**config.mk**
```make
export PLATFORM = sky130hd
export DESIGN_NAME = serial_mag_comp_flat
export DESIGN_NICKNAME = d
export VERILOG_FILES = /design/src/rtl/comp_pkg.sv /design/src/rtl/serial_mag_comp_if.sv /design/src/rtl/serial_mag_comp_comp11.sv /design/src/rtl/serial_mag_comp.sv /design/src/flat_wrapper.sv
export SDC_FILE = /design/constraint.sdc
export NUM_CORES = 1
export LEC_CHECK = 0
export CELL_PAD_IN_SITES_DETAIL_PLACEMENT = 2
export CELL_PAD_IN_SITES_GLOBAL_PLACEMENT = 2
export CORE_MARGIN = 3
export CORE_UTILIZATION = 31
export DETAILED_ROUTE_END_ITERATION = 8
export PLACE_DENSITY = 0.72
export RECOVER_POWER = 25
export SYNTH_ARGS = -nofsm -noshare
export SYNTH_HDL_FRONTEND = slang
export SYNTH_SLANG_ARGS = --single-unit
```
**constraint.sdc**
```tcl
create_clock -name clk -period 1.7 [get_ports clk]
set_clock_uncertainty 0.1 [all_clocks]
set_input_delay 0.425 -clock clk [delete_from_list [all_inputs] [get_ports clk]]
set_output_delay 0.425 -clock clk [all_outputs]
set_load 0.1 [all_outputs]
```
**src/rtl/comp_pkg.sv**
```systemverilog
// -----------------------------------------------------------------------------
// comp_pkg
// Shared definitions for the serial magnitude comparator:
//   - one-hot compare codes, indexed [0:2] = {lt, eq, gt}
//   - FSM state encoding for serial_mag_comp
// -----------------------------------------------------------------------------
package comp_pkg;

  localparam logic [0:2] CMP_LT   = 3'b100;
  localparam logic [0:2] CMP_EQ   = 3'b010;
  localparam logic [0:2] CMP_GT   = 3'b001;
  localparam logic [0:2] CMP_NONE = 3'b000;

  typedef enum logic {
    ST_IDLE = 1'b0,
    ST_CMP  = 1'b1
  } state_t;

endpackage

```
**src/rtl/serial_mag_comp_if.sv**
```systemverilog
// -----------------------------------------------------------------------------
// serial_mag_comp_if
// Framed bit-serial stream into the comparator and its result/status outputs.
//   in_start  frame start pulse (data not sampled that cycle)
//   in_valid  in_a/in_b/in_last valid
//   in_a/in_b operand bits, MSB first
//   in_last   final bit pair of the frame
//   out_y     registered one-hot result {lt, eq, gt}
//   out_done  one-cycle pulse, new result on out_y
//   out_err   one-cycle pulse, framing error
//   out_busy  frame in progress
// master: stream source / result consumer.  slave: the comparator.
// -----------------------------------------------------------------------------
interface serial_mag_comp_if;

  logic       in_start;
  logic       in_valid;
  logic       in_a;
  logic       in_b;
  logic       in_last;
  logic [0:2] out_y;
  logic       out_done;
  logic       out_err;
  logic       out_busy;

  modport master (
    output in_start, in_valid, in_a, in_b, in_last,
    input  out_y, out_done, out_err, out_busy
  );

  modport slave (
    input  in_start, in_valid, in_a, in_b, in_last,
    output out_y, out_done, out_err, out_busy
  );

endinterface

```
**src/rtl/serial_mag_comp_comp11.sv**
```systemverilog
// -----------------------------------------------------------------------------
// comp11
// Combinational 1-bit magnitude comparator.
//   a_i, b_i  operand bits
//   y_o       one-hot {lt, eq, gt}, indexed [0:2]
// -----------------------------------------------------------------------------
module comp11 (
  input  logic       a_i,
  input  logic       b_i,
  output logic [0:2] y_o
);

  assign y_o = {~a_i & b_i, a_i ~^ b_i, a_i & ~b_i};

endmodule

```
**src/rtl/serial_mag_comp.sv**
```systemverilog
// -----------------------------------------------------------------------------
// serial_mag_comp
// Bit-serial WIDTH-bit magnitude comparator. Consumes MSB-first (a,b) pairs
// framed by in_start/in_last; the first differing pair decides the result.
//   clk    rising-edge clock
//   rst_n  asynchronous active-low reset
//   bus    serial_mag_comp_if.slave (stream in, result/status out)
//
//   state   | meaning
//   --------+----------------------------------------------------------
//   ST_IDLE | waiting for in_start; in_valid ignored
//   ST_CMP  | frame in progress; sampling bit pairs on in_valid
// -----------------------------------------------------------------------------
module serial_mag_comp
  import comp_pkg::*;
#(
  parameter int WIDTH = 4,
  parameter int CNT_W = $clog2(WIDTH)
) (
  input  logic              clk,
  input  logic              rst_n,
  serial_mag_comp_if.slave  bus
);

  localparam logic [CNT_W-1:0] CNT_LAST = CNT_W'(WIDTH - 1);

  state_t           state_q, state_d;
  logic [CNT_W-1:0] cnt_q, cnt_d;
  logic [0:2]       res_q, res_d;
  logic             decided_q, decided_d;
  logic [0:2]       y_q, y_d;
  logic             done_q, done_d;
  logic             err_q, err_d;

  logic [0:2]       bit_y;
  logic             last_pos;

  comp11 u_comp11 (
    .a_i (bus.in_a),
    .b_i (bus.in_b),
    .y_o (bit_y)
  );

  assign last_pos = (cnt_q == CNT_LAST);

  always_ff @(posedge clk or negedge rst_n) begin
    if (!rst_n) begin
      state_q   <= ST_IDLE;
      cnt_q     <= '0;
      res_q     <= CMP_NONE;
      decided_q <= 1'b0;
      y_q       <= CMP_NONE;
      done_q    <= 1'b0;
      err_q     <= 1'b0;
    end else begin
      state_q   <= state_d;
      cnt_q     <= cnt_d;
      res_q     <= res_d;
      decided_q <= decided_d;
      y_q       <= y_d;
      done_q    <= done_d;
      err_q     <= err_d;
    end
  end

  always_comb begin
    state_d   = state_q;
    cnt_d     = cnt_q;
    res_d     = res_q;
    decided_d = decided_q;
    y_d       = y_q;
    done_d    = 1'b0;
    err_d     = 1'b0;

    unique case (state_q)
      ST_IDLE: begin
        if (bus.in_start) begin
          state_d   = ST_CMP;
          cnt_d     = '0;
          res_d     = CMP_EQ;
          decided_d = 1'b0;
        end
      end

      ST_CMP: begin
        if (bus.in_start) begin
          // restart discards the partial frame without any status pulse
          cnt_d     = '0;
          res_d     = CMP_EQ;
          decided_d = 1'b0;
        end else if (bus.in_valid) begin
          if (!decided_q && (bit_y != CMP_EQ)) begin
            res_d     = bit_y;
            decided_d = 1'b1;
          end
          // res_d already folds in the current pair, so the final bit counts
          if (bus.in_last && last_pos) begin
            state_d = ST_IDLE;
            y_d     = res_d;
            done_d  = 1'b1;
          end else if (bus.in_last || last_pos) begin
            state_d = ST_IDLE;
            y_d     = CMP_NONE;
            err_d   = 1'b1;
          end else begin
            cnt_d = cnt_q + 1'b1;
          end
        end
      end

      default: state_d = ST_IDLE;
    endcase
  end

  assign bus.out_y    = y_q;
  assign bus.out_done = done_q;
  assign bus.out_err  = err_q;
  assign bus.out_busy = (state_q == ST_CMP);

endmodule

```
**src/flat_wrapper.sv**
```systemverilog
// flat-port wrapper written by rule: the top's interface ports become plain ports
module serial_mag_comp_flat import comp_pkg::*;
#(
  parameter int WIDTH = 4,
  parameter int CNT_W = $clog2(WIDTH)
)
  (clk, rst_n, bus_in_start, bus_in_valid, bus_in_a, bus_in_b, bus_in_last, bus_out_y, bus_out_done, bus_out_err, bus_out_busy);
  serial_mag_comp_if bus_i ();
  input  logic clk;
  input  logic rst_n;
  input wire logic [$bits(bus_i.in_start)-1:0] bus_in_start;
  input wire logic [$bits(bus_i.in_valid)-1:0] bus_in_valid;
  input wire logic [$bits(bus_i.in_a)-1:0] bus_in_a;
  input wire logic [$bits(bus_i.in_b)-1:0] bus_in_b;
  input wire logic [$bits(bus_i.in_last)-1:0] bus_in_last;
  output wire logic [$bits(bus_i.out_y)-1:0] bus_out_y;
  output wire logic [$bits(bus_i.out_done)-1:0] bus_out_done;
  output wire logic [$bits(bus_i.out_err)-1:0] bus_out_err;
  output wire logic [$bits(bus_i.out_busy)-1:0] bus_out_busy;
  assign bus_i.in_start = bus_in_start;
  assign bus_i.in_valid = bus_in_valid;
  assign bus_i.in_a = bus_in_a;
  assign bus_i.in_b = bus_in_b;
  assign bus_i.in_last = bus_in_last;
  assign bus_out_y = bus_i.out_y;
  assign bus_out_done = bus_i.out_done;
  assign bus_out_err = bus_i.out_err;
  assign bus_out_busy = bus_i.out_busy;
  serial_mag_comp #(.WIDTH(WIDTH), .CNT_W(CNT_W)) u_core (.clk(clk), .rst_n(rst_n), .bus(bus_i));
endmodule
```
Word-level counts from Yosys, hierarchy flattened
Cells that the tools add are included.
Storage, ports and cells
  logic and storage cells: 64
  input port bits: 7
  bits in registers: 12
Cells by class
  mux-type cells: 33
  eq/ne operators: 7
  bitwise logic cells: 7
  reduce and logical (&&, ||, !) cells: 9
  $add $sub $neg: 1
Operators by type and width (number)
  2-to-1 mux 1 bit: 18
  2-to-1 mux 3 bit: 6
  != test 3 bit (second input constant): 4
  2-to-1 mux 2 bit: 5
  AND reduction 4 bit: 2
  case mux 3 bit (2 select lines): 1
  NOT 1 bit: 4
  case mux 1 bit (2 select lines): 2
  case mux 2 bit (2 select lines): 1
  != test 3 x 2 -> 1 bit (second input constant): 1
  AND reduction 3 bit: 1
  adder 2 x 1 -> 2 bit (second input constant): 1
  AND 1 bit: 2
  equality test 2 bit (second input constant): 1
  logical AND 1 bit: 2
  != test 2 bit (second input constant): 1
  AND reduction 2 bit: 1
  nonzero test 2 bit: 1
  logical NOT 1 bit: 1
  logical OR 1 bit: 1
  XNOR 1 bit: 1

Depth between registers and ports, before layout
Gate-level depths: netlist of the first run.
  depth in word-level cells: 8
  gate-level depth with buffers: 6

Cells and area by module
A second synthesis of the first run with hierarchy kept.
Second synthesis, totals
  cell total of the unflattened synthesis: 58
  area, all modules: 641.9 µm²
Modules (own cells, without submodules)
  serial_mag_comp: times used 1, cells each 54, area an instance 609.3 µm²
  comp11: times used 1, cells each 4, area an instance 32.5 µm²

Least setup slack after synthesis of the first run
Ideal clock, no wire load.
  kind: register to register
  start: reg u_core.state_q, in the netlist u_core.bus.out_busy
  end: reg u_core.res_q[0] (netlist name)
  data arrival time: 1.649 ns
  buffers on the path: 0
  period minus slack after synthesis: 1.867 ns
  data required time: 1.482 ns
  path slack: -0.167 ns
  cell stages (with the launch flop): 4
  cells stage by stage: dfrtp_1 > and4bb_2 > mux2i_1 > nor2_1
Between the ends
  cells in the longest elaborated chain, start to end: 3
  elaborated cells on any way between the ends: 5
  those cells by class: 2 x eq/ne; 1 x mux; 1 x bitwise; 1 x reduce/logical
RTL lines
  start: declaration: RTL line serial_mag_comp.sv:27  | state_t state_q, state_d;
  start signal: assignment: RTL line serial_mag_comp.sv:56  | state_q <= state_d;
  NOT 1 bit: RTL line serial_mag_comp.sv:75  | unique case (state_q)
  != test 2 bit (no source line)
  AND reduction 2 bit (no source line)
  end signal: assignment: RTL line serial_mag_comp.sv:58  | res_q <= res_d;
  end: declaration: RTL line serial_mag_comp.sv:29  | logic [0:2] res_q, res_d;
Parallel ways exist; a longest one is shown, timed or not.
A chain may end at the register's enable or synchronous reset.

Final worst setup path of the first run
  start: reg u_core.cnt_q[1]
  end: reg u_core.y_q, in the netlist u_core.bus.out_y[2]
Between the ends
  cells in the longest elaborated chain, start to end: 4
  elaborated cells on any way between the ends: 6
  those cells by class: 1 x eq/ne; 1 x mux; 4 x reduce/logical
RTL lines
  start: declaration: RTL line serial_mag_comp.sv:28  | logic [CNT_W-1:0] cnt_q, cnt_d;
  start signal: assignment: RTL line serial_mag_comp.sv:57  | cnt_q <= cnt_d;
  equality test 2 bit *: RTL line serial_mag_comp.sv:44  | assign last_pos = (cnt_q == CNT_LAST);
  logical OR 1 bit / logical AND 1 bit (equally long branches): RTL line serial_mag_comp.sv:101, serial_mag_comp.sv:97
  nonzero test 2 bit (no source line)
  AND reduction 4 bit (no source line)
  end signal: assignment: RTL line serial_mag_comp.sv:60  | y_q <= y_d;
  end: declaration: RTL line serial_mag_comp.sv:31  | logic [0:2] y_q, y_d;
Mark *: on every way between the ends. The rest lies on a longest branch, timed or not.

==> results.py, run 1 <==
metrics = {
    "clocking": {
        "hold_buffers": 0,
        "h-tree-depth": 1,
        "clk_pin_slew_worst_paths_ns": 0.09,
        "cts_buffers": 3,
        "cts_sinks": 12,
        "cts_tree": "built",
        "clock-root-buffer": "clkbuf_4",
        "ctsLongestPathBuffers": 2,
        "insertion_delay_ns": 0.29,
    },
    "sta": {
        "finalCritPeriodShare": 0.967,
        "max_slew_margin": 0.572,
        "finalSetupTns_ns": 0,
        "tightest_slew_ns": 0.642,
        "maxSlewViolCount": 0,
        "fmax_ghz": 0.608,
        "fin_crit_ns": 1.64,
        "fin_worst_hold_slack_ns": 0.453,
        "finalSetupViolCount": 0,
        "hold_viol_final": 0,
    },
    "routing": {
        "antenna_left": 0,
        "route.detailed.drc": 0,
        "vias": 498,
        "wl_per_cell_um": 15.4,
        "viasPerCell": 4.74,
        "routed_wl_mm": 1.62,
        "drt-initial-drc-count": 6,
        "firstDrtPassIters": 4,
    },
    "final_layout": {
        "nets": 94,
        "final_cell_mix": "dfrtp_1, buf_4, nor2_1",
        "insertedDiodeCount": 0,
        "drive_gt1_frac": 0.338,
        "post-route-util": 0.518,
        "final_common_cell": "dfrtp_1",
        "fin_cells": 105,
        "area_delta_synth_final_pct": 48.8,
    },
    "worst_setup_path": {
        "critPathLaunchType": "flip-flop",
        "crit_type": "reg2reg",
        "worstPathMaxFanout": 3,
        "crit_path_end_kind": "flip-flop",
        "required_ns": 1.82,
        "critPathArrivalTime_ns": 1.77,
    },
    "placed_design": {
        "dp_cells": 100,
        "place_congestion": 0.687,
        "hpwl_mm": 1.22,
        "numPortBuffers": 12,
    },
    "yosys": {
        "synthCells": 55,
        "syn_area_per_cell_sq_um": 11.5,
        "synth_area_sq_um": 633,
        "synth_seq_cells": 12,
        "ys.warnings.count": 0,
        "synth_nets": 68,
        "synth_seq_area_share": 0.474,
        "ys_types": 18,
    },
    "die": {
        "io_pins": 13,
        "row_count": 15,
        "initial_core_util": 0.348,
        "core_sq_mm": 0.00182,
        "dieArea_sq_mm": 0.00262,
        "die_y_um": 51.2,
        "die_w_um": 51.2,
    },
    "grt": {
        "grt_max_degree": 13,
        "antenna_found_initial": 0,
        "grt_pass1_vias": 559,
        "grt_pass1_wl_mm": 2.74,
        "gr-total-overflow": 0,
        "grt_usage": 0.150,
    },
    "power": {
        "vdd_ir_drop_max_v": 0.000375,
        "powerDensity_mw_per_mm2": 726,
        "cellLeakagePower_nw": 0.452,
    },
    "hold_path": {
        "hold_path.class": "reg2reg",
    },
    "job": {
        "maxCapViolCount": 0,
    },
    "status": {
        "status": "finished, final reports clean",
    },
}
## Yosys cell counts (all sizes together)
library cell  count  area (sq um)
a21o              1          8.76
and4bb            1          12.5
buf               1          11.3
dfrtp            12           300
ha                6          75.1
inv               6          22.5
mux2i             5          50.1
nand2             5          18.8
nand2b            1          6.26
nand4b            1          8.76
nand4bb           1          27.5
nor2              7          26.3
nor3b             2          15.0
o21ai             2          17.5
o21bai            1          7.51
o31ai             1          7.51
or2               1          8.76
xor2              1          8.76
## power breakdown
part	leakage (nW)	switching, W	internal, W
clock network	0.0210	0.000117	0.000131
registers	0.157	0.0000115	0.000296
logic	0.274	0.0000658	0.0000623
## metrics by stage
stage / worst slack, ns / power (W) / cell area [sq um]
3_3_place_gp: -0.344 / 0.000435 / 902
4_1_cts: 0.0515 / 0.000685 / 936
3_5_place_dp: -0.418 / 0.000440 / 902
6_report: 0.0561 / 0.000684 / 942
5_1_grt: -0.0334 / 0.000720 / 942
2_1_floorplan: 0.138 / 0.000376 / 634
## kinds of logic (layout without fill, tap and decap cells)
logic type / Yosys count / count (layout) / share of synthesized area
adder cells (fa/ha/maj): 6 / 6 / 0.119
AND/OR/NAND/NOR: 19 / 19 / 0.196
multiplexers: 5 / 5 / 0.0791
flip-flops: 12 / 12 / 0.474
XOR/XNOR: 1 / 1 / 0.0138
buffers and inverters: 7 / 32 / 0.0534
AO/OA/AOI/OAI: 5 / 5 / 0.0652
## critical path: stages (launching register included)
cell       delay (ns)
dfrtp_1          0.37
ha_2             0.21
inv_1            0.05
ha_1             0.21
nand4bb_4        0.24
or2_4            0.26
o21ai_2          0.12
## metal layers
layer,routed length [um],global-route usage
met1,678,0.175
met2,838,0.264
met3,77,0.0262
met4,27,0.0673
met5,0,0
## registers in the layout, summed over array words and instances, names as in the netlist
| register | cells |
|---|---|
| u_core.bus.out_busy | 1 |
| u_core.bus.out_y | 3 |
| u_core.bus.out_done | 1 |
| u_core.cnt_q | 2 |
| u_core.res_q | 3 |
| u_core.bus.out_err | 1 |
| u_core.decided_q | 1 |
## final cells by class
cell class | count | area [sq um]
clock buffers | 4 | 36.3
fillers | 195 | 878
inverters | 6 | 22.5
multi-input cells | 36 | 302
flip-flops and latches | 12 | 302
well taps | 25 | 31.3
repair buffers | 22 | 249
## final timing paths
path	cells after the start	to	slack, ns	startpoint
max	6	u_core.bus.out_y[2]	0.06	u_core.cnt_q[1]
min	2	u_core.bus.out_y[0]	0.45	u_core.bus.out_y[0]
max reg2reg	6	u_core.bus.out_y[2]	0.06	u_core.cnt_q[1]
min reg2reg	2	u_core.bus.out_y[0]	0.45	u_core.bus.out_y[0]
max in group asynchronous	2	u_core.bus.out_busy	0.48	rst_n
min in group asynchronous	2	u_core.bus.out_err	0.57	rst_n
## timing repair
action / CTS / global route
gates resized for setup: 2 / 1
pin swaps: 2 / 2
setup buffers: 0 / 1
endpoints found under the hold margin: 0 / 0
endpoints found under the setup margin: 7 / 4
Note: power is estimated with default switching activity, not from simulation.
==> run 2: changes to the inputs <==
clock period = 1.6 ns   (was 1.7 ns; I/O delays follow)
==> run 2 against run 1 <==
  * First-iteration DRC count decreased by 33%
  * Clock-buffer cell count did not move
  * Global-route usage grew 0.49 points
  * Maximum frequency is 8.7% higher
  * Via count down 2.6%
  * Worst hold slack lost 0.19 ns
  * Combinational power grew 13%
  * Routed wire length grew 0.74%
  * Core utilization up 1.9 points
  * Non-clock buffer count is 1 higher
==> results.py, run 2 (same netlist as run 1, synthesis figures left out) <==
metrics = {
    "status": {
        "status": "finished, final reports clean",
    },
    "sta": {
        "finalCritPeriodShare": 0.945,
        "fin_crit_ns": 1.51,
        "maxSlewViolCount": 0,
        "max_slew_margin": 0.662,
        "hold_viol_final": 0,
        "finalSetupViolCount": 0,
        "fmax_ghz": 0.661,
        "tightest_slew_ns": 0.507,
        "postLayoutSetupSlackWorst_ns": 0.0875,
    },
    "final_layout": {
        "insertedDiodeCount": 0,
        "fin_cells": 106,
        "final_common_cell": "dfrtp_1",
        "drive_gt1_frac": 0.407,
        "fill_cells": 193,
        "area_delta_synth_final_pct": 54.2,
        "nets": 95,
        "final_cell_area_sq_um": 976,
        "final_cell_mix": "dfrtp_1, buf_4, nor2_1, buf_12",
    },
    "routing": {
        "routed_wl_mm": 1.63,
        "firstDrtPassIters": 3,
        "antenna_left": 0,
        "vias": 485,
        "viasPerCell": 4.58,
        "route.detailed.drc": 0,
        "wl_per_cell_um": 15.4,
        "drt-initial-drc-count": 4,
    },
    "worst_setup_path": {
        "critPathLaunchType": "flip-flop",
        "crit_path_end_kind": "flip-flop",
        "required_ns": 1.68,
        "crit_type": "reg2reg",
        "worstPathMaxFanout": 3,
        "critPathArrivalTime_ns": 1.59,
    },
    "clocking": {
        "cts_buffers": 3,
        "cts_tree": "built",
        "h-tree-depth": 1,
        "cts_sinks": 12,
        "clock-root-buffer": "clkbuf_4",
        "ctsLongestPathBuffers": 2,
        "clk_pin_slew_worst_paths_ns": 0.08,
        "insertion_delay_ns": 0.28,
    },
    "die": {
        "io_pins": 13,
        "initial_core_util": 0.348,
        "core_sq_mm": 0.00182,
        "die_y_um": 51.2,
        "row_count": 15,
        "dieArea_sq_mm": 0.00262,
        "die_w_um": 51.2,
    },
    "power": {
        "powerDensity_mw_per_mm2": 745,
        "seqPwrFrac": 0.449,
        "switchingPower_w": 0.000203,
        "p_clk_frac": 0.353,
        "p_int_w": 0.000524,
        "swShare": 0.280,
        "cellLeakagePower_nw": 0.460,
        "vdd_ir_drop_max_v": 0.000413,
        "p_comb_frac": 0.199,
    },
    "placed_design": {
        "post_dp_cell_area_sq_um": 910,
        "numPortBuffers": 12,
        "place_ws_ns": -0.475,
        "hpwl_mm": 1.23,
        "dp_cells": 101,
        "place_congestion": 0.684,
    },
    "grt": {
        "grt_pass1_vias": 573,
        "grt_usage": 0.155,
        "grt_pass1_wl_mm": 2.82,
        "gr-total-overflow": 0,
        "grt_max_degree": 10,
        "antenna_found_initial": 0,
    },
    "job": {
        "maxCapViolCount": 0,
    },
    "hold_path": {
        "hold_path.class": "in2async",
    },
}
-- run 2: changes by cell type in the layout (fill, tap and decap cells not counted), sizes merged --
cell,delta
clkdlybuf4s50,-1
dlygate4sd2,+1
buf,+1
-- run 2: worst paths after layout --
check / startpoint / to / slack, ns / cells after the start
setup / recovery: u_core.cnt_q[0] / u_core.cnt_q[1] / 0.09 / 7
hold / removal: rst_n / u_core.bus.out_busy / 0.27 / 1
setup reg to reg: u_core.cnt_q[0] / u_core.cnt_q[1] / 0.09 / 7
hold reg to reg: u_core.res_q[1] / u_core.bus.out_y[1] / 0.44 / 2
max in group asynchronous: rst_n / u_core.cnt_q[0] / 0.46 / 2
min in group clk: u_core.res_q[1] / u_core.bus.out_y[1] / 0.44 / 2
-- run 2: metrics by stage --
stage | hold WS (ns) | power (W) | util | TNS [ns]
floorplan | 0.00441 | 0.000399 | - | 0
global placement | 0.408 | 0.000466 | 0.500 | -3.38
detailed placement | 0.420 | 0.000470 | 0.500 | -3.79
CTS | 0.188 | 0.000739 | 0.529 | 0
global route | 0.258 | 0.000777 | 0.536 | -0.00413
finish | 0.267 | 0.000727 | 0.536 | 0
-- run 2: metal layers --
metal,part of all wire,GRT usage,vias to the layer above,wire length (um)
met2,0.51,0.266,12,832
met1,0.43,0.180,237,703
met4,0.018,0.0807,0,30
met3,0.040,0.0292,2,66
met5,0,0,-,0
li1,-,-,234,-
-- run 2: critical path, stage by stage (launching register included) --
cell      delay [ns]
dfrtp_1         0.36
ha_2            0.21
inv_2           0.05
ha_4            0.15
buf_4           0.13
nand4b_1        0.15
mux2i_1         0.20
nor2_1          0.06
-- run 2: power by group through the flow --
| stage | sequential [W] | clock, W | combinational [W] |
|---|---|---|---|
| after floorplan | 0.000349 | 0 | 0.0000506 |
| after global placement | 0.000332 | 0 | 0.000134 |
| after detailed placement | 0.000332 | 0 | 0.000138 |
| after CTS | 0.000327 | 0.000267 | 0.000145 |
| after global routing | 0.000329 | 0.000289 | 0.000159 |
| final | 0.000326 | 0.000256 | 0.000144 |
-- run 2: cell type report --
class                   count  area, sq um  area share
multi-input cells          36          329       0.337
flip-flops and latches     12          302       0.309
repair buffers             23          255       0.262
clock buffers               4         36.3      0.0372
well taps                  25         31.3      0.0321
inverters                   6         22.5      0.0231
-- run 2: repair_timing --
item,CTS,global route
gates resized for setup,8,2
buffers inserted,0,1
endpoints found under the setup margin,9,4
hold buffers,0,0
pin swaps,4,4
cloned,0,0
